## src/rtl/sap_datapath_if.sv

```systemverilog
// SAP-1 datapath bundle: control word and program-load port in, status out.
// Latency: n/a (wires only).
// Backpressure: none; the control word is applied every cycle it is present.
//
// Signals (master = sequencer / loader side, slave = datapath side):
//   cbus        16-bit control word from the sequencer
//   prog_we     RAM program write strobe
//   prog_addr   RAM program write address
//   prog_data   RAM program write data
//   instruction opcode (IR[7:4]) back to the sequencer
//   out_value   output register
//   out_valid   one-cycle pulse after an output latch
//   carry/zero  ALU flags
//   halted      sticky halt status
//   bus_err     sticky multiple-driver flag
//   bus_value   combinational shared-bus value (debug)
interface sap_datapath_if #(
    parameter int DATA_W = 8,
    parameter int ADDR_W = 4
);
    logic [15:0]       cbus;
    logic              prog_we;
    logic [ADDR_W-1:0] prog_addr;
    logic [DATA_W-1:0] prog_data;
    logic [3:0]        instruction;
    logic [DATA_W-1:0] out_value;
    logic              out_valid;
    logic              carry;
    logic              zero;
    logic              halted;
    logic              bus_err;
    logic [DATA_W-1:0] bus_value;

    modport master (
        output cbus, prog_we, prog_addr, prog_data,
        input  instruction, out_value, out_valid, carry, zero,
               halted, bus_err, bus_value
    );

    modport slave (
        input  cbus, prog_we, prog_addr, prog_data,
        output instruction, out_value, out_valid, carry, zero,
               halted, bus_err, bus_value
    );
endinterface

```

## src/rtl/sap_datapath.sv

```systemverilog
// SAP-1 datapath: shared bus, PC, MAR, 16x8 RAM, IR, A, B, ALU, output reg.
// Latency: bus/ALU combinational; all register transfers land at the next edge.
// Backpressure: none; once halted every control bit is ignored until reset.
//
// Ports:
//   clk     system clock, all state on the rising edge
//   reset   asynchronous active-low reset (RAM contents are kept)
//   bus_if  slave side of sap_datapath_if (control word, program port, status)
module sap_datapath #(
    parameter int DATA_W = 8,
    parameter int ADDR_W = 4
) (
    input  logic          clk,
    input  logic          reset,
    sap_datapath_if.slave bus_if
);

    localparam int DEPTH = 2 ** ADDR_W;

    // ------------------------------------------------------------------
    // Control word decode
    // ------------------------------------------------------------------
    // Bus drivers and the ALU operation come straight from the control
    // word; they only shape combinational values and never change state.
    logic c_ro, c_io, c_ao, c_eo, c_su, c_co;
    assign c_ro = bus_if.cbus[12];
    assign c_io = bus_if.cbus[11];
    assign c_ao = bus_if.cbus[8];
    assign c_eo = bus_if.cbus[7];
    assign c_su = bus_if.cbus[6];
    assign c_co = bus_if.cbus[2];

    // Everything that updates state is masked once halted. HLT itself is
    // masked too, which is harmless since halted is already sticky.
    logic halted_q;
    logic l_hlt, l_mi, l_ri, l_ii, l_ai, l_bi, l_oi, l_ce, l_eo;
    assign l_hlt = bus_if.cbus[15] & ~halted_q;
    assign l_mi  = bus_if.cbus[14] & ~halted_q;
    assign l_ri  = bus_if.cbus[13] & ~halted_q;
    assign l_ii  = bus_if.cbus[10] & ~halted_q;
    assign l_ai  = bus_if.cbus[9]  & ~halted_q;
    assign l_bi  = bus_if.cbus[5]  & ~halted_q;
    assign l_oi  = bus_if.cbus[4]  & ~halted_q;
    assign l_ce  = bus_if.cbus[3]  & ~halted_q;
    assign l_eo  = c_eo            & ~halted_q;

    // Reserved control bits carry no meaning.
    logic unused_cbus;
    assign unused_cbus = ^bus_if.cbus[1:0];

    // ------------------------------------------------------------------
    // State
    // ------------------------------------------------------------------
    logic [ADDR_W-1:0] pc_q,  pc_d;
    logic [ADDR_W-1:0] mar_q, mar_d;
    logic [DATA_W-1:0] ir_q,  ir_d;
    logic [DATA_W-1:0] a_q,   a_d;
    logic [DATA_W-1:0] b_q,   b_d;
    logic [DATA_W-1:0] out_q, out_d;
    logic              carry_q, carry_d;
    logic              zero_q,  zero_d;
    logic              halted_d;
    logic              bus_err_q, bus_err_d;
    logic              out_vld_q, out_vld_d;

    logic [DATA_W-1:0] mem [DEPTH];

    // ------------------------------------------------------------------
    // ALU: always computing from the current A and B
    // ------------------------------------------------------------------
    logic [DATA_W:0]   alu_sum;
    logic [DATA_W-1:0] alu_diff;
    logic [DATA_W-1:0] alu_r;
    logic              alu_c;

    assign alu_sum  = {1'b0, a_q} + {1'b0, b_q};
    assign alu_diff = a_q - b_q;

    always_comb begin
        alu_r = alu_sum[DATA_W-1:0];
        alu_c = alu_sum[DATA_W];
        if (c_su) begin
            alu_r = alu_diff;
            // Carry on subtract means "no borrow".
            alu_c = (a_q >= b_q);
        end
    end

    // ------------------------------------------------------------------
    // Shared bus: fixed priority RO > IO > AO > EO > CO, idle value 0
    // ------------------------------------------------------------------
    logic [DATA_W-1:0] bus_val;
    logic [2:0]        n_drv;
    logic              multi_drv;

    always_comb begin
        bus_val = '0;
        if (c_ro) begin
            bus_val = mem[mar_q];
        end else if (c_io) begin
            bus_val = {{(DATA_W-ADDR_W){1'b0}}, ir_q[ADDR_W-1:0]};
        end else if (c_ao) begin
            bus_val = a_q;
        end else if (c_eo) begin
            bus_val = alu_r;
        end else if (c_co) begin
            bus_val = {{(DATA_W-ADDR_W){1'b0}}, pc_q};
        end
    end

    assign n_drv     = 3'(c_ro) + 3'(c_io) + 3'(c_ao) + 3'(c_eo) + 3'(c_co);
    assign multi_drv = (n_drv > 3'd1);

    // ------------------------------------------------------------------
    // Next state: every source is a pre-edge value, so AI|EO accumulates
    // and AI|AO is a no-op without any special casing.
    // ------------------------------------------------------------------
    always_comb begin
        pc_d      = pc_q;
        mar_d     = mar_q;
        ir_d      = ir_q;
        a_d       = a_q;
        b_d       = b_q;
        out_d     = out_q;
        carry_d   = carry_q;
        zero_d    = zero_q;
        halted_d  = halted_q | l_hlt;
        bus_err_d = bus_err_q | (multi_drv & ~halted_q);
        out_vld_d = l_oi;

        if (l_mi) mar_d = bus_val[ADDR_W-1:0];
        if (l_ii) ir_d  = bus_val;
        if (l_ai) a_d   = bus_val;
        if (l_bi) b_d   = bus_val;
        if (l_oi) out_d = bus_val;
        if (l_ce) pc_d  = pc_q + 1'b1;   // natural wrap at 2**ADDR_W
        if (l_eo) begin
            carry_d = alu_c;
            zero_d  = (alu_r == '0);
        end
    end

    always_ff @(posedge clk or negedge reset) begin
        if (!reset) begin
            pc_q      <= '0;
            mar_q     <= '0;
            ir_q      <= '0;
            a_q       <= '0;
            b_q       <= '0;
            out_q     <= '0;
            carry_q   <= 1'b0;
            zero_q    <= 1'b0;
            halted_q  <= 1'b0;
            bus_err_q <= 1'b0;
            out_vld_q <= 1'b0;
        end else begin
            pc_q      <= pc_d;
            mar_q     <= mar_d;
            ir_q      <= ir_d;
            a_q       <= a_d;
            b_q       <= b_d;
            out_q     <= out_d;
            carry_q   <= carry_d;
            zero_q    <= zero_d;
            halted_q  <= halted_d;
            bus_err_q <= bus_err_d;
            out_vld_q <= out_vld_d;
        end
    end

    // ------------------------------------------------------------------
    // RAM: no reset. The program port is written last so it wins a
    // same-address collision with RI; different addresses both land.
    // ------------------------------------------------------------------
    always_ff @(posedge clk) begin
        if (l_ri) begin
            mem[mar_q] <= bus_val;
        end
        if (bus_if.prog_we) begin
            mem[bus_if.prog_addr] <= bus_if.prog_data;
        end
    end

    // ------------------------------------------------------------------
    // Outputs
    // ------------------------------------------------------------------
    assign bus_if.instruction = ir_q[DATA_W-1:DATA_W-4];
    assign bus_if.out_value   = out_q;
    assign bus_if.out_valid   = out_vld_q;
    assign bus_if.carry       = carry_q;
    assign bus_if.zero        = zero_q;
    assign bus_if.halted      = halted_q;
    assign bus_if.bus_err     = bus_err_q;
    assign bus_if.bus_value   = bus_val;

endmodule

```

## src/flat_wrapper.sv

```systemverilog
// flat-port wrapper written by rule: the top's interface ports become plain ports
module sap_datapath_flat 
#(
    parameter int DATA_W = 8,
    parameter int ADDR_W = 4
)
  (clk, reset, bus_if_cbus, bus_if_prog_we, bus_if_prog_addr, bus_if_prog_data, bus_if_instruction, bus_if_out_value, bus_if_out_valid, bus_if_carry, bus_if_zero, bus_if_halted, bus_if_bus_err, bus_if_bus_value);
  sap_datapath_if #(.DATA_W(DATA_W), .ADDR_W(ADDR_W)) bus_if_i ();
  input  logic clk;
  input  logic reset;
  input wire logic [$bits(bus_if_i.cbus)-1:0] bus_if_cbus;
  input wire logic [$bits(bus_if_i.prog_we)-1:0] bus_if_prog_we;
  input wire logic [$bits(bus_if_i.prog_addr)-1:0] bus_if_prog_addr;
  input wire logic [$bits(bus_if_i.prog_data)-1:0] bus_if_prog_data;
  output wire logic [$bits(bus_if_i.instruction)-1:0] bus_if_instruction;
  output wire logic [$bits(bus_if_i.out_value)-1:0] bus_if_out_value;
  output wire logic [$bits(bus_if_i.out_valid)-1:0] bus_if_out_valid;
  output wire logic [$bits(bus_if_i.carry)-1:0] bus_if_carry;
  output wire logic [$bits(bus_if_i.zero)-1:0] bus_if_zero;
  output wire logic [$bits(bus_if_i.halted)-1:0] bus_if_halted;
  output wire logic [$bits(bus_if_i.bus_err)-1:0] bus_if_bus_err;
  output wire logic [$bits(bus_if_i.bus_value)-1:0] bus_if_bus_value;
  assign bus_if_i.cbus = bus_if_cbus;
  assign bus_if_i.prog_we = bus_if_prog_we;
  assign bus_if_i.prog_addr = bus_if_prog_addr;
  assign bus_if_i.prog_data = bus_if_prog_data;
  assign bus_if_instruction = bus_if_i.instruction;
  assign bus_if_out_value = bus_if_i.out_value;
  assign bus_if_out_valid = bus_if_i.out_valid;
  assign bus_if_carry = bus_if_i.carry;
  assign bus_if_zero = bus_if_i.zero;
  assign bus_if_halted = bus_if_i.halted;
  assign bus_if_bus_err = bus_if_i.bus_err;
  assign bus_if_bus_value = bus_if_i.bus_value;
  sap_datapath #(.DATA_W(DATA_W), .ADDR_W(ADDR_W)) u_core (.clk(clk), .reset(reset), .bus_if(bus_if_i));
endmodule
```

## config.mk

```make
export PLATFORM = sky130hd
export DESIGN_NAME = sap_datapath_flat
export DESIGN_NICKNAME = d
export VERILOG_FILES = /design/src/rtl/sap_datapath_if.sv /design/src/rtl/sap_datapath.sv /design/src/flat_wrapper.sv
export SDC_FILE = /design/constraint.sdc
export NUM_CORES = 1
export LEC_CHECK = 0
export BUFFER_PORTS_ARGS = -buffer_cell sky130_fd_sc_hd__buf_4
export CAP_MARGIN = 20
export CORE_ASPECT_RATIO = 0.75
export CORE_MARGIN = 2
export CORE_UTILIZATION = 55
export CTS_CLUSTER_SIZE = 10
export DETAILED_ROUTE_END_ITERATION = 10
export GPL_TIMING_DRIVEN = 0
export PLACE_DENSITY = 0.69
export SLEW_MARGIN = 40
export SYNTH_ARGS = -nofsm -noshare
export SYNTH_HDL_FRONTEND = slang
export SYNTH_SLANG_ARGS = --single-unit
```

## constraint.sdc

```tcl
create_clock -name clk -period 7.1 [get_ports clk]
set_clock_uncertainty 0.2 [all_clocks]
set_input_delay 1.065 -clock clk [delete_from_list [all_inputs] [get_ports clk]]
set_output_delay 1.065 -clock clk [all_outputs]
set_load 0.03 [all_outputs]
```

Yosys cells after proc, flatten, opt, wreduce, memory -nomap -nowiden --
Memory sizes are Yosys's and may differ from the RTL's. Cells that the tools add are included.
Storage, ports and cells: memory bits (read-only) 0, memories 1, bits in latches 0, output and inout port bits 25, logic and storage cells 46, bits in writable memories 128, input bits 31, bits in registers 45
Cells by class: reductions and logical operators 1, $add $sub $neg 7, multipliers 0, div/mod/pow operators 0, equality and inequality tests 0, muxes and demuxes 11, $lt $le $gt $ge 2, bitwise gates (word level) 13, shift operators 0
Memory list:
- u_core.mem | depth 16, bits a word 8, rd ports 1, clocked after Yosys merged registers in 0, wr ports 2, RTL line sap_datapath.sv:66 | logic [DATA_W-1:0] mem [DEPTH];
Operators by type and width (count):
- $mux W8 | 5
- $and A1 B1 Y1 | 10
- $add A3 B1 Y3 | 3
- $add A8 B8 Y9 | 1
- $ge A8 B8 Y1 | 1
- $logic_not A8 Y1 | 1
- $sub A8 B8 Y8 | 1
- $mux W1 | 5
- $add A4 B1 Y4 const B | 1
- $mux W4 | 1
- $gt A3 B1 Y1 const B | 1
- $add A1 B1 Y2 | 1
- $or A1 B1 Y1 | 2
- $not A1 Y1 | 1

Depth between registers and ports, before layout --
Gate-level depths: netlist (run 1).
depth in word-level cells 7, depth in mapped cells 10, gate-level depth less buffers 9

Worst setup path before layout (run 1) --
No wires, ideal clock.
kind input -> output, from input bus_if_cbus[6], to output bus_if_bus_value[3], arrival time 2.477 ns, path buffers 2, stages on the path 8, path slack 3.358 ns, required time 5.835 ns, path through buf_2 > inv_1 > o311ai_0 > o2111ai_1 > a221o_1 > a31oi_4 > buf_6 > inv_1
On the way: cells in the longest elaborated chain, start to end 5
RTL lines:
- start, declared | RTL line flat_wrapper.sv:11 | input wire logic [$bits(bus_if_i.cbus)-1:0] bus_if_cbus;
- $mux W8 | RTL line sap_datapath.sv:82 | if (c_su) begin
- $mux W8 | RTL line sap_datapath.sv:104 | end else if (c_eo) begin
- $mux W8 | RTL line sap_datapath.sv:102 | end else if (c_ao) begin
- $mux W8 | RTL line sap_datapath.sv:100 | end else if (c_io) begin
- $mux W8 | RTL line sap_datapath.sv:98 | if (c_ro) begin
- end, declared | RTL line flat_wrapper.sv:22 | output wire logic [$bits(bus_if_i.bus_value)-1:0] bus_if_bus_value;
Every way passes these cells.

Worst setup path in the final report (run 1) --
from register u_core.a_q[2], to output bus_if_bus_value[3]
On the way: cells in the longest elaborated chain, start to end 6, elaborated cells between the ends (all ways) 7, classes of those cells add/sub (2); mux (5)
RTL lines:
- start, declared | RTL line sap_datapath.sv:57 | logic [DATA_W-1:0] a_q, a_d;
- start signal, assigned | RTL line sap_datapath.sv:148 | a_q <= '0;
- start signal, assigned | RTL line sap_datapath.sv:160 | a_q <= a_d;
- $add A8 B8 Y9 / $sub A8 B8 Y8 (equally long branches) | RTL line sap_datapath.sv:76, sap_datapath.sv:77
- $mux W8 (*) | RTL line sap_datapath.sv:82
- $mux W8 (*) | RTL line sap_datapath.sv:104
- $mux W8 (*) | RTL line sap_datapath.sv:102
- $mux W8 (*) | RTL line sap_datapath.sv:100
- $mux W8 (*) | RTL line sap_datapath.sv:98
Mark *: on every way between the ends. The rest lies on a longest branch, timed or not.

==> results of run 1 <==
cells in the final DEF, fill, tap and decap left out, drive strengths merged, types with 3 or more instances in the layout:
cell,n
nor2,101
a31oi,5
o21ai,98
xnor2,3
mux4,29
o31ai,6
a221oi,3
fa,4
o211ai,4
or2,4
nand2b,16
mux2i,12
dfrtp,45
a21o,3
bufinv,3
edfxtp,128
a211o,3
nand2,109
nor3,8
mux2,41
inv,29
clkinvlp,4
nand3,10
nor2b,17
a21oi,62
clkbuf,46
buf,89
ha,18
a311oi,3
a2111oi,3
a211oi,7
power groups by stage:
stage | sequential [mW] | combinational (mW) | clock (mW)
after global routing | 1.21 | 0.820 | 1.02
after CTS | 1.21 | 0.750 | 0.984
after detailed placement | 1.23 | 0.744 | 0
after floorplan | 1.23 | 0.525 | 0
after global placement | 1.23 | 0.730 | 0
final | 1.21 | 0.757 | 0.983
worst register-to-register path: stages (launching register included):
cell and delay (ns):
sky130_fd_sc_hd__dfrtp_1 0.44, sky130_fd_sc_hd__ha_1 0.45, sky130_fd_sc_hd__nor3b_1 0.14, sky130_fd_sc_hd__o311ai_0 0.43, sky130_fd_sc_hd__o2111ai_1 0.25, sky130_fd_sc_hd__a221o_1 0.46
sky130_fd_sc_hd__a31oi_4 0.25, sky130_fd_sc_hd__buf_6 0.18, sky130_fd_sc_hd__a21oi_1 0.08
kinds of logic after synthesis:
| logic type | Yosys count | synth area share [%] |
|---|---|---|
| flops | 173 | 51.1 |
| compound gates | 216 | 14.0 |
| fa+ha+maj | 22 | 3.14 |
| mux | 82 | 13.7 |
| simple gates | 276 | 12.3 |
| xor+xnor | 5 | 0.451 |
| buf+inv | 91 | 5.27 |
registers in the layout (all words and copies together) (netlist names):
register                 count
u_core.mem                 128
u_core.a_q                   8
u_core.b_q                   8
u_core.bus_if.out_value      8
u_core.ir_q                  8
u_core.mar_q                 4
u_core.pc_q                  4
u_core.bus_if.bus_err        1
u_core.bus_if.carry          1
u_core.bus_if.halted         1
u_core.bus_if.out_valid      1
u_core.bus_if.zero           1
worst paths after layout:
kind	from	slack, ns	endpoint	cells after the start
max	u_core.a_q[2]	2.60	bus_if_bus_value[3]	9
min	u_core.bus_if.bus_err	0.28	u_core.bus_if.bus_err	1
max reg2reg	u_core.a_q[2]	3.95	u_core.mem[9][3]	8
min reg2reg	u_core.bus_if.bus_err	0.28	u_core.bus_if.bus_err	1
max in group asynchronous	reset	5.85	u_core.bus_if.out_value[5]	1
min in group asynchronous	reset	0.43	u_core.pc_q[1]	1
routing by layer:
metal,up-vias,GRT usage (%),share of wire [%]
li1,3293,-,-
met1,3503,44.7,46
met2,345,39.6,43
met3,44,6.26,9.4
met4,0,7.39,1.9
met5,-,0,0
final cells by class:
type / count / area share, %
inverters: 26 / 0.880
well taps: 242 / 2.73
plain buffers: 65 / 3.74
flip-flops and latches: 173 / 44.8
repair buffers: 50 / 3.39
clock buffers: 20 / 4.12
multi-input cells: 601 / 38.9
clock inverters: 12 / 1.43
==> flow_results.org, run 1 <==
** Outcome
- The flow ran to the end, and the final reports show no timing, DRC or antenna violations.

** Clock tree
- The clock passes through at most 2 buffers.
- TritonCTS clock tree :: done
- Root buffer cell :: sky130_fd_sc_hd__clkbuf_16
- CTS Buf Count :: 17
- Clock-pin slew on the worst setup and hold paths :: 0.07 ns
- Clock insertion delay at the later pin of the skew report :: 0.43 ns
- Buffer count from post-CTS setup fixing :: 0
- Post-CTS repair changed the size of 0 cells.
- The clock drives 173 sinks.
- Deepest level of the CTS H-tree :: 4
- For this design, the CTS-stage hold fixing added 0 buffers.

** STA
- Worst path setup slack after routing :: 2.60 ns
- The worst path in the final design needs a cycle of 4.50 ns, including I/O delays and setup.
- The number of hold violations in the final report came to 0.
- Setup repair after global routing left no endpoint under its margin.
- Final count of negative-setup-slack endpoints :: 0
- Adding up every negative setup slack in the final design gives 0 ns.
- Actual slew at the worst max-slew pin :: 0.779 ns
- In this run the tightest slew margin relative to its limit is 47.6%.
- Final hold analysis gives a worst-case slack of 0.280 ns.
- Final cycle utilization of the critical path :: 63.3%
- Static timing analysis puts the maximum clock frequency at 0.222 GHz.
- The number of max-slew violations in the final report came to 0.

** Floorplan
- Once the floorplan was initialized, standard cells occupied 55.5% of the core.
- The floorplan has 42 rows.
- Total core area :: 0.0175 mm²
- During I/O placement, the number of pins put on the boundary was 56.
- The die is 119 µm tall.
- The die is 158 µm wide.
- Die area :: 0.0188 mm²

** Setup path
- Buffers plus inverters on the worst setup path :: 3
- The worst setup path is captured at an output port.
- In this run the worst path has a maximum fanout of 10.
- Data arrives at the worst endpoint at 3.23 ns.
- CP cell instances :: ha_1, nor3b_1, o311ai_0, o2111ai_1, a221o_1, a31oi_4, buf_6, inv_1, buf_4
- Crit-path slowest cell :: sky130_fd_sc_hd__a221o_1
- Top delay family on crit path :: compound AO/OA/AOI/OAI gates
- At the worst endpoint, the required time is 5.83 ns.
- Category of the worst setup path launch point :: register
- Max stage delay on crit path :: 0.46 ns
- Crit path kind :: register to output port

** Detailed routing
- Once detail routing completed, the nets flagged for antenna violations numbered 0.
- For this run, the detailed router's first-pass iteration total came to 8.
- Dividing the detail-routed wire length by the instance count gives 21.5 µm.
- After the first detailed-routing iteration, the DRC count stood at 833.
- Number of design rule violations left after detail routing :: 0
- After detailed routing, the total wire length is 25.6 mm.
- Summing over every cut layer, the via total after detailed routing is 7185.
- Ratio of routed vias to standard cells :: 6.04

** Synthesis
- By instance count, the leading cell after synthesis is sky130_fd_sc_hd__edfxtp_1.
- Mean instance size in the synthesized netlist :: 11.2 µm²
- Fraction of registers with async set/reset :: 26.0%
- After synthesis, the largest area contributor takes up 39.5% of total cell area.
- Synthesized cell area :: 0.00972 mm²
- Part of the Yosys area used for sequential elements :: 51.1%
- Post-synth top cells :: 128 x sky130_fd_sc_hd__edfxtp_1, 109 x sky130_fd_sc_hd__nand2_1, 101 x sky130_fd_sc_hd__nor2_1
- Flip-flop and latch count after synthesis :: 173
- Number of distinct library cells after synthesis :: 66
- The number of nets in the synthesized netlist is 918.
- Most area-consuming cells after synthesis :: sky130_fd_sc_hd__edfxtp_1 40%, sky130_fd_sc_hd__dfrtp_1 12%, sky130_fd_sc_hd__mux4_2 4.4%
- Number of flops mapped to enable cells by yosys :: 128
- Largest area contributor in the netlist :: sky130_fd_sc_hd__edfxtp_1
- In the synthesized netlist the dominant register cell turns out to be sky130_fd_sc_hd__edfxtp_1.
- Counting every instance in the synthesized netlist gives 865.
- Yosys printed 0 warnings.

** Finish
- Fin util :: 63.4%
- Counting the fill cells in the layout gives 1404.
- Final cell count without fillers :: 1189
- Number of nets in the finished design :: 987
- Number of antenna repair diodes :: 0
- In the final layout, the share of cells above drive strength 1 is 23.1%.
- In the final layout, the multi-input gates occupy 0.00431 mm².
- The finished cells cover 0.0111 mm².
- Area growth from synthesis to final layout :: 14.1%
- Sequential standard cell area :: 0.00497 mm²

** Placed design
- The wire-length estimate of the detail-placed layout is 18.6 mm.
- The placed instances occupy a cell area of 0.0105 mm².
- After detailed placement, the design holds a cell count of 1157.
- The count of buffers added on input and output ports is 46.
- Worst setup slack after placement :: 2.80 ns
- The congestion estimate from routability-driven global placement came to 0.911.

** Power
- Flop pwr share :: 40.9%
- Summed over all cells, the static leakage comes to 4.26 nW.
- Gate power share :: 25.7%
- Dividing total power by cell area gives a power density of 266 mW/mm².
- Power consumption :: 2.95 mW
- Internal Dissipation :: 2.07 mW
- The worst-case IR drop observed on VDD is 156 µV.
- Net switching is 29.7% of the power.
- In this run the power spent charging and discharging nets is 0.874 mW.
- Proportion of power drawn by the clock network :: 33.4%

** Global routing
- The via count of the first global-routing pass is 6695.
- Antenna violations before repair :: 0
- The total overflow left after global routing is 0.
- Largest net degree at the start of global routing :: 46
- Global-route wire length before repair :: 39.1 mm
- Total GRT Usage :: 28.4%

** Min path
- Classification of the worst-slack hold path :: register to register

** Run
- Max-cap violations :: 0
Note: power is estimated with default switching activity, not from simulation.
==> run 2: changes to the inputs <==
--- a/config.mk
+++ b/config.mk
@@ -5,6 +5,7 @@
 export SDC_FILE = /design/constraint.sdc
 export NUM_CORES = 1
 export LEC_CHECK = 0
+export ABC_AREA = 1
 export BUFFER_PORTS_ARGS = -buffer_cell sky130_fd_sc_hd__buf_4
 export CAP_MARGIN = 20
 export CORE_ASPECT_RATIO = 0.75
==> constraint.sdc (replaced) <==
create_clock -name clk -period 4.5 [get_ports clk]
set_clock_uncertainty 0.2 [all_clocks]
set_input_delay 0.675 -clock clk [delete_from_list [all_inputs] [get_ports clk]]
set_output_delay 0.675 -clock clk [all_outputs]
set_load 0.03 [all_outputs]
==> run 2 against run 1 <==
Total power rose by 46%. Hold slack got worse by 0.25 ns. Core utilization rose by 0.22 points. Worst setup slack got worse by 1.9 ns. Non-clock buffer count did not move. Sequential share of layout area rose by 1.5 points. Area after synthesis fell by 2.2%. Critical endpoint is now bus_if_bus_value[7]. Largest cell class unchanged.
==> flow_results.org, run 2 <==
** Placed design
- In this run the cell area measured after placement is 0.0101 mm².
- The congestion estimate from routability-driven global placement came to 0.910.
- Prior to clock tree synthesis, the placed netlist has a worst setup slack of 1.18 ns.
- PortBufs :: 47
- Placed Cells incl. Taps :: 1408
- Summed over all nets, the half-perimeter wirelength after detailed placement is 20.5 mm.

** Power
- Switching Fraction :: 32.6%
- Dividing total power by cell area gives a power density of 402 mW/mm².
- Internal Dissipation :: 2.91 mW
- Power consumption :: 4.32 mW
- VDD sags by at most 250 µV.
- Gate power share :: 23.9%
- Sequential cells burn 43.3% of the power.
- Switching power of the nets :: 1.41 mW
- Summed over all cells, the static leakage comes to 4.91 nW.
- Proportion of power drawn by the clock network :: 32.8%

** Finish
- The net count of the finished layout is 1265.
- From synthesis to final layout, the design area changed by 12.9%.
- Biggest register :: u_core.mem
- Excluding fillers, the count of instances in the completed layout stands at 1440.
- Flip-flop count of the largest register, all copies and words added :: 128
- Most used cells in the layout excluding fill and tap cells :: 545 x sky130_fd_sc_hd__nand2_1, 128 x sky130_fd_sc_hd__edfxtp_1, 73 x sky130_fd_sc_hd__buf_4
- The finished cells cover 0.0107 mm².
- Leaving out fill and tap cells, the most frequent cell in the layout is sky130_fd_sc_hd__nand2_1.
- Fin util :: 63.6%
- Number of antenna repair diodes :: 0
- In the final layout, the share of cells above drive strength 1 is 12.4%.

** Setup path
- The signal on the critical path passes through inv_1, ha_1, o21ai_0, nand3b_1, nand2_1, nand2_1, nand2_1, nand3_1, nand2_1, nand2_1, nand2_1, buf_4, buf_4.
- Data on the critical path is required at its endpoint by 3.62 ns.
- Max stage delay on crit path :: 0.44 ns
- Category of the worst setup path launch point :: register
- Top delay family on crit path :: simple AND/OR/NAND/NOR gates
- The critical path is of the register to output port type.
- Of all nets on the critical path, the largest fanout is 10.
- Most frequent cell on the critical path :: sky130_fd_sc_hd__nand2_1
- STA classifies the critical path endpoint as an output port.
- The worst register-to-register path has a setup slack of 1.59 ns.
- Crit-path slowest cell :: sky130_fd_sc_hd__dfrtp_1
- Buffers plus inverters on the worst setup path :: 3
- STA puts the critical path data arrival time at 2.96 ns.

** Detailed routing
- Routed WL per cell :: 19.6 µm
- The routed layout has 8305 vias.
- Number of DRC violations after detailed-routing iteration 0 :: 1120
- The detail route stage leaves a number of antenna-violating nets equal to 0.
- Routed Wire Length :: 28.2 mm
- In the routed design, unresolved DRC markers number 0.
- Using the TritonRoute via totals, the vias-per-cell ratio works out to 5.77.
- The first detailed-routing pass took 5 iterations.

** Synthesis
- Mapped Nets :: 1199
- Synth Warn # :: 0
- The top cell type by area accounts for 40.4% of the synthesized area.
- Most area-consuming cells after synthesis :: sky130_fd_sc_hd__edfxtp_1 40%, sky130_fd_sc_hd__nand2_1 22%, sky130_fd_sc_hd__dfrtp_1 12%
- The share of the Yosys chip area taken by registers is 52.3%.
- Fraction of registers with async set/reset :: 26.0%
- Synthesized instance count :: 1146
- Most used standard cell by instance count after synthesis :: sky130_fd_sc_hd__nand2_1
- Post-synth top cells :: 545 x sky130_fd_sc_hd__nand2_1, 128 x sky130_fd_sc_hd__edfxtp_1, 72 x sky130_fd_sc_hd__inv_1
- Number of flops mapped to enable cells by yosys :: 128
- The synthesized design contains 173 register bits.
- The mapped netlist covers 0.00951 mm².
- Top flip-flop cell by instance count after synthesis :: sky130_fd_sc_hd__edfxtp_1
- Counting distinct cell types in the post-synthesis netlist gives 37.
- Largest area contributor in the netlist :: sky130_fd_sc_hd__edfxtp_1
- Mean instance size in the synthesized netlist :: 8.30 µm²

** Clock tree
- Clock-pin slew was measured on the worst setup and hold paths at 0.07 ns.
- TritonCTS built the clock tree.
- Clock insertion delay at the later pin of the skew report :: 0.43 ns
- Root buffer cell :: sky130_fd_sc_hd__clkbuf_16
- Clk sinks :: 173
- CTS Buf Count :: 17
- Hold_buf cts :: 0
- The number of setup buffers added after CTS is 0.
- The H-tree was split into 4 levels.
- Number of resized instances in the post-cts repair step :: 0
- The longest clock path from root to sink contains 2 buffers.

** STA
- Unrepaired setup endpoints after global routing :: false
- The number of hold violations in the final report was 0.
- Final worst path period need :: 3.83 ns
- The worst pin sits at a relative slew slack of 43.8%.
- Worst path setup slack after routing :: 0.668 ns
- Setup violations remaining at the end of the flow were counted as 0.
- Actual slew at the worst max-slew pin :: 0.838 ns
- Slew Limit Fails :: 0
- Highest Clock Rate :: 0.261 GHz
- Final hold analysis gives a worst-case slack of 0.0335 ns.
- For the final routed database, the setup TNS stands at 0 ns.
- Final cycle utilization of the critical path :: 85.2%

** Floorplan
- Chip height :: 118 µm
- Die area :: 0.0184 mm²
- The core region is 0.0169 mm².
- For this configuration, the core starts out at a cell density of 56.3%.
- Row Count :: 41
- Overall die width :: 156 µm
- Number of I/O pins :: 56

** Outcome
- Run status :: completed

** Global routing
- Via count of the first global-routing pass :: 7493
- The total overflow left after global routing is 0.
- Antenna violations before repair :: 0
- Largest net degree at the start of global routing :: 46
- Global-route wire length before repair :: 43.1 mm
- For this run, the total global-route usage over all layers was measured as 31.5%.

** Run
- Max-cap violations in this run came to 0.

** Min path
- Classification of the worst-slack hold path :: input pin to async pin
==> run 2: cell types whose count changed in the layout (fill, tap and decap cells not counted), moves of 16 or more <==
cell and delta:
sky130_fd_sc_hd__nand2_1 +436, sky130_fd_sc_hd__nor2_1 -58, sky130_fd_sc_hd__a22oi_1 +56, sky130_fd_sc_hd__a21oi_1 -47, sky130_fd_sc_hd__inv_1 +46, sky130_fd_sc_hd__o21ai_1 +35, sky130_fd_sc_hd__o21ai_0 -30, sky130_fd_sc_hd__mux2_2 -24
sky130_fd_sc_hd__mux4_2 -19, sky130_fd_sc_hd__buf_4 +17, sky130_fd_sc_hd__nor2b_1 -17, sky130_fd_sc_hd__o21ai_2 -17, sky130_fd_sc_hd__mux2_4 -16, sky130_fd_sc_hd__nand2b_1 -16
==> run 2: power groups by stage <==
stage | Sequential, mW | Clock [mW] | Combinational [mW]
2_1_floorplan | 1.91 | 0 | 0.654
3_3_place_gp | 1.90 | 0 | 0.973
3_5_place_dp | 1.90 | 0 | 1.00
4_1_cts | 1.87 | 1.40 | 1.01
5_1_grt | 1.87 | 1.47 | 1.13
6_report | 1.87 | 1.42 | 1.03
==> run 2: final timing paths <==
kind	startpoint	cells past startpoint	to
max reg2reg	u_core.b_q[1]	14	u_core.mem[14][7]
min in group clk	bus_if_cbus[15]	2	u_core.bus_if.halted
max in group asynchronous	reset	1	u_core.ir_q[5]
max	u_core.b_q[1]	13	bus_if_bus_value[7]
min reg2reg	u_core.pc_q[3]	1	u_core.pc_q[3]
min	reset	1	u_core.bus_if.out_value[6]
==> run 2: metal layers <==
layer | part of all wire [%] | global-route usage [%] | vias to the layer above
li1 | - | - | 3895
met1 | 46 | 50.6 | 3875
met2 | 41 | 43.1 | 496
met3 | 12 | 7.14 | 39
met4 | 1.3 | 7.34 | 0
met5 | 0 | 0 | -
==> run 2: area by class of cell <==
cell class | count | area (µm²)
Buffer | 68 | 408
Clock buffer | 19 | 453
Clock inverter | 13 | 105
Fill cell | 1449 | 6150
Inverter | 77 | 289
Multi-Input combinational cell | 828 | 3880
Sequential cell | 173 | 4970
Tap cell | 215 | 269
Timing Repair Buffer | 47 | 353
==> run 2: kinds of logic (layout without fill, tap and decap cells) <==
kind of cell | count (synthesis) | in the layout | synth area share, %
compound gates | 164 | 164 | 10.4
xor+xnor | 4 | 4 | 0.369
fa+ha+maj | 22 | 22 | 3.21
buf+inv | 145 | 224 | 7.33
flops | 173 | 173 | 52.3
mux | 1 | 1 | 0.118
simple gates | 637 | 637 | 26.3
==> run 3: changes to the inputs <==
--- a/config.mk
+++ b/config.mk
@@ -9,11 +9,12 @@
 export BUFFER_PORTS_ARGS = -buffer_cell sky130_fd_sc_hd__buf_4
 export CAP_MARGIN = 20
 export CORE_ASPECT_RATIO = 0.75
-export CORE_MARGIN = 2
+export CORE_MARGIN = 5
 export CORE_UTILIZATION = 55
 export CTS_CLUSTER_SIZE = 10
 export DETAILED_ROUTE_END_ITERATION = 10
 export GPL_TIMING_DRIVEN = 0
+export MAX_ROUTING_LAYER = met4
 export PLACE_DENSITY = 0.69
 export SLEW_MARGIN = 40
 export SYNTH_ARGS = -nofsm -noshare
==> run 3 against run 2 <==
Die area rose by 9.1%. Total power rose by 1.8%. Sequential share of layout area fell by 0.12 points. Design area up 0.27%. First-iteration DRC count is 2.8% higher. Count of clock-buffer cells in the layout did not move. Flip-flop and latch count did not move. Hold slack lost 0.020 ns. Wire length increased by 1.8%. Combinational power is essentially flat. Clock power rose by 5%. Highest routed layer unchanged.
==> flow_results.org, run 3 (synthesis gave the netlist of run 2 again) <==
** Detailed routing
- The first routing iteration left 1151 violations.
- In the final routed layout, each cell accounts on average for 20.0 µm.
- The pre-antenna-repair detailed-routing pass consisted of 6 iterations.
- Number of design rule violations left after detail routing :: 0
- Wires add up to 28.7 mm.
- In the routed layout, each cell is associated on average with a via count of 5.76.
- The detail route stage leaves a number of antenna-violating nets equal to 0.
- Vias :: 8290

** Clock tree
- Clock-pin slew was measured on the worst setup and hold paths at 0.08 ns.
- CTS Buf Count :: 17
- For this design, the CTS-stage hold fixing added 0 buffers.
- Deepest level of the CTS H-tree :: 4
- Post-CTS repair changed the size of 0 cells.
- Max clock buf depth :: 2
- Clk sinks :: 173
- Clock insertion delay at the later pin of the skew report :: 0.44 ns
- Buffer count from post-CTS setup fixing :: 0
- TritonCTS clock tree :: done
- Root buffer cell :: sky130_fd_sc_hd__clkbuf_16

** Power
- Reported leakage power :: 4.92 nW
- Power per Cell Area :: 408 mW/mm²
- The worst-case IR drop observed on VDD is 241 µV.

** Min path
- Classification of the worst-slack hold path :: input pin to async pin

** Setup path
- STA classifies the critical path endpoint as an output port.
- Category of the worst setup path launch point :: register
- CP arrival :: 3.00 ns
- Cell depth of the worst flop-to-flop path :: 13
- At the worst endpoint, the required time is 3.62 ns.
- Maximum fanout encountered on the critical timing path :: 10
- R2r setup slk :: 1.60 ns
- Tracing the worst setup path back leads to its startpoint at u_core.mar_q[0].
- Destination of the worst register-to-register timing path :: u_core.mem[14][6]
- Start of the worst register-to-register path :: u_core.b_q[0]
- The critical path is of the register to output port type.

** Run
- Max-cap violations :: 0

** Finish
- At the end of the flow the core is filled with cells to 63.8%.
- Number of antenna repair diodes :: 0
- Counting flops per register, the top entry is u_core.mem.
- The area growth from synthesis to layout is 13.2%.
- Number of nets in the finished design :: 1265
- The library cell used most frequently in the layout, excluding fill and tap cells, is sky130_fd_sc_hd__nand2_1.
- Most used cells in the layout excluding fill and tap cells :: 545 x sky130_fd_sc_hd__nand2_1, 128 x sky130_fd_sc_hd__edfxtp_1, 73 x sky130_fd_sc_hd__buf_4
- The register with the most flip-flops in the layout has 128 of them.
- Fraction of layout instances using a drive strength above 1 :: 12.3%

** Floorplan
- Overall die width :: 162 µm
- Once the floorplan was initialized, standard cells occupied 56.3% of the core.
- The initialized floorplan defines 41 standard-cell rows.
- 56 I/O pins were placed.
- Chip height :: 124 µm
- Total core area :: 0.0169 mm²
- Die area :: 0.0200 mm²

** Global routing
- Via count of the first global-routing pass :: 7646
- Largest net degree at the start of global routing :: 46
- Global-route wire length before repair :: 44.4 mm
- The total overflow left after global routing is 0.
- Total GRT Usage :: 30.4%
- Antenna violations before repair :: 0

** STA
- The number of hold violations in the final report was 0.
- At the pin with the least slew margin, the transition time is 0.866 ns.
- Setup violations remaining at the end of the flow were counted as 0.
- Counting I/O delays and the setup requirement, the final critical path takes 3.88 ns.
- Sum of negative setup slack :: 0 ns
- Highest Clock Rate :: 0.258 GHz
- Headroom to the max-slew limit came out at 41.9%.
- Setup repair after global routing left no endpoint under its margin.
- Final cycle utilization of the critical path :: 86.2%
- The number of max-slew violations in the final report was 0.

** Placed design
- Routability-driven placement finished with a final weighted congestion of 0.975.
- Estimated wirelength of the detail-placed design :: 20.9 mm
- During placement, the flow inserted port buffers numbering 47.

** Outcome
- Run status :: completed
[run 3: where the power goes]
group	switching (mW)	internal, mW
sequential	0.0411	1.83
clock	0.694	0.795
combinational	0.703	0.331
total	1.44	2.95
[run 3: through the flow]
| step | setup slack, ns | power [mW] | cells | hold WS [ns] | cell area (µm²) |
|---|---|---|---|---|---|
| 2_1_floorplan | 1.72 | 2.56 | 1146 | 0.179 | 9510 |
| 3_3_place_gp | 1.10 | 2.88 | 1408 | 0.261 | 10100 |
| 3_5_place_dp | 1.14 | 2.91 | 1408 | 0.260 | 10200 |
| 4_1_cts | 0.668 | 4.37 | 1440 | 0.0489 | 10700 |
| 5_1_grt | 0.461 | 4.57 | 1440 | 0.0643 | 10800 |
| 6_report | 0.623 | 4.39 | 1440 | 0.0137 | 10800 |
[run 3: area by class of cell]
cell class | instances | area, µm²
repair buffers | 47 | 353
multi-input cells | 828 | 3880
fillers | 1458 | 6120
inverters | 77 | 289
flip-flops and latches | 173 | 4970
clock inverters | 13 | 115
well taps | 215 | 269
clock buffers | 19 | 475
plain buffers | 68 | 408
[run 3: critical path: stages, from the launching register on]
cell and delay (ns):
sky130_fd_sc_hd__dfrtp_1 0.46, sky130_fd_sc_hd__nor2_2 0.39, sky130_fd_sc_hd__buf_2 0.41, sky130_fd_sc_hd__a22oi_1 0.16, sky130_fd_sc_hd__nand2_1 0.14, sky130_fd_sc_hd__nand2_1 0.10, sky130_fd_sc_hd__nand4_1 0.19, sky130_fd_sc_hd__nand2_1 0.07
sky130_fd_sc_hd__nand2_1 0.20, sky130_fd_sc_hd__buf_4 0.24, sky130_fd_sc_hd__buf_4 0.19
[run 3: worst max-delay path by stage]
stage | end | slack (ns)
floorplan | bus_if_bus_value[1] | 1.72
global placement | u_core.mem[0][5] | 1.10
detailed placement | bus_if_bus_value[6] | 1.14
CTS | bus_if_bus_value[6] | 0.67
global route | bus_if_bus_value[6] | 0.46
finish | bus_if_bus_value[5] | 0.62
[run 3: routing by layer]
metal	part of all wire [%]	track usage, %	routed length, µm	vias to the layer above
met5	0	-	0	-
met4	1.6	7.82	470	0
met3	13	8.10	3730	35
met2	41	41.5	11800	479
met1	44	45.1	12700	3880
li1	-	-	-	3896
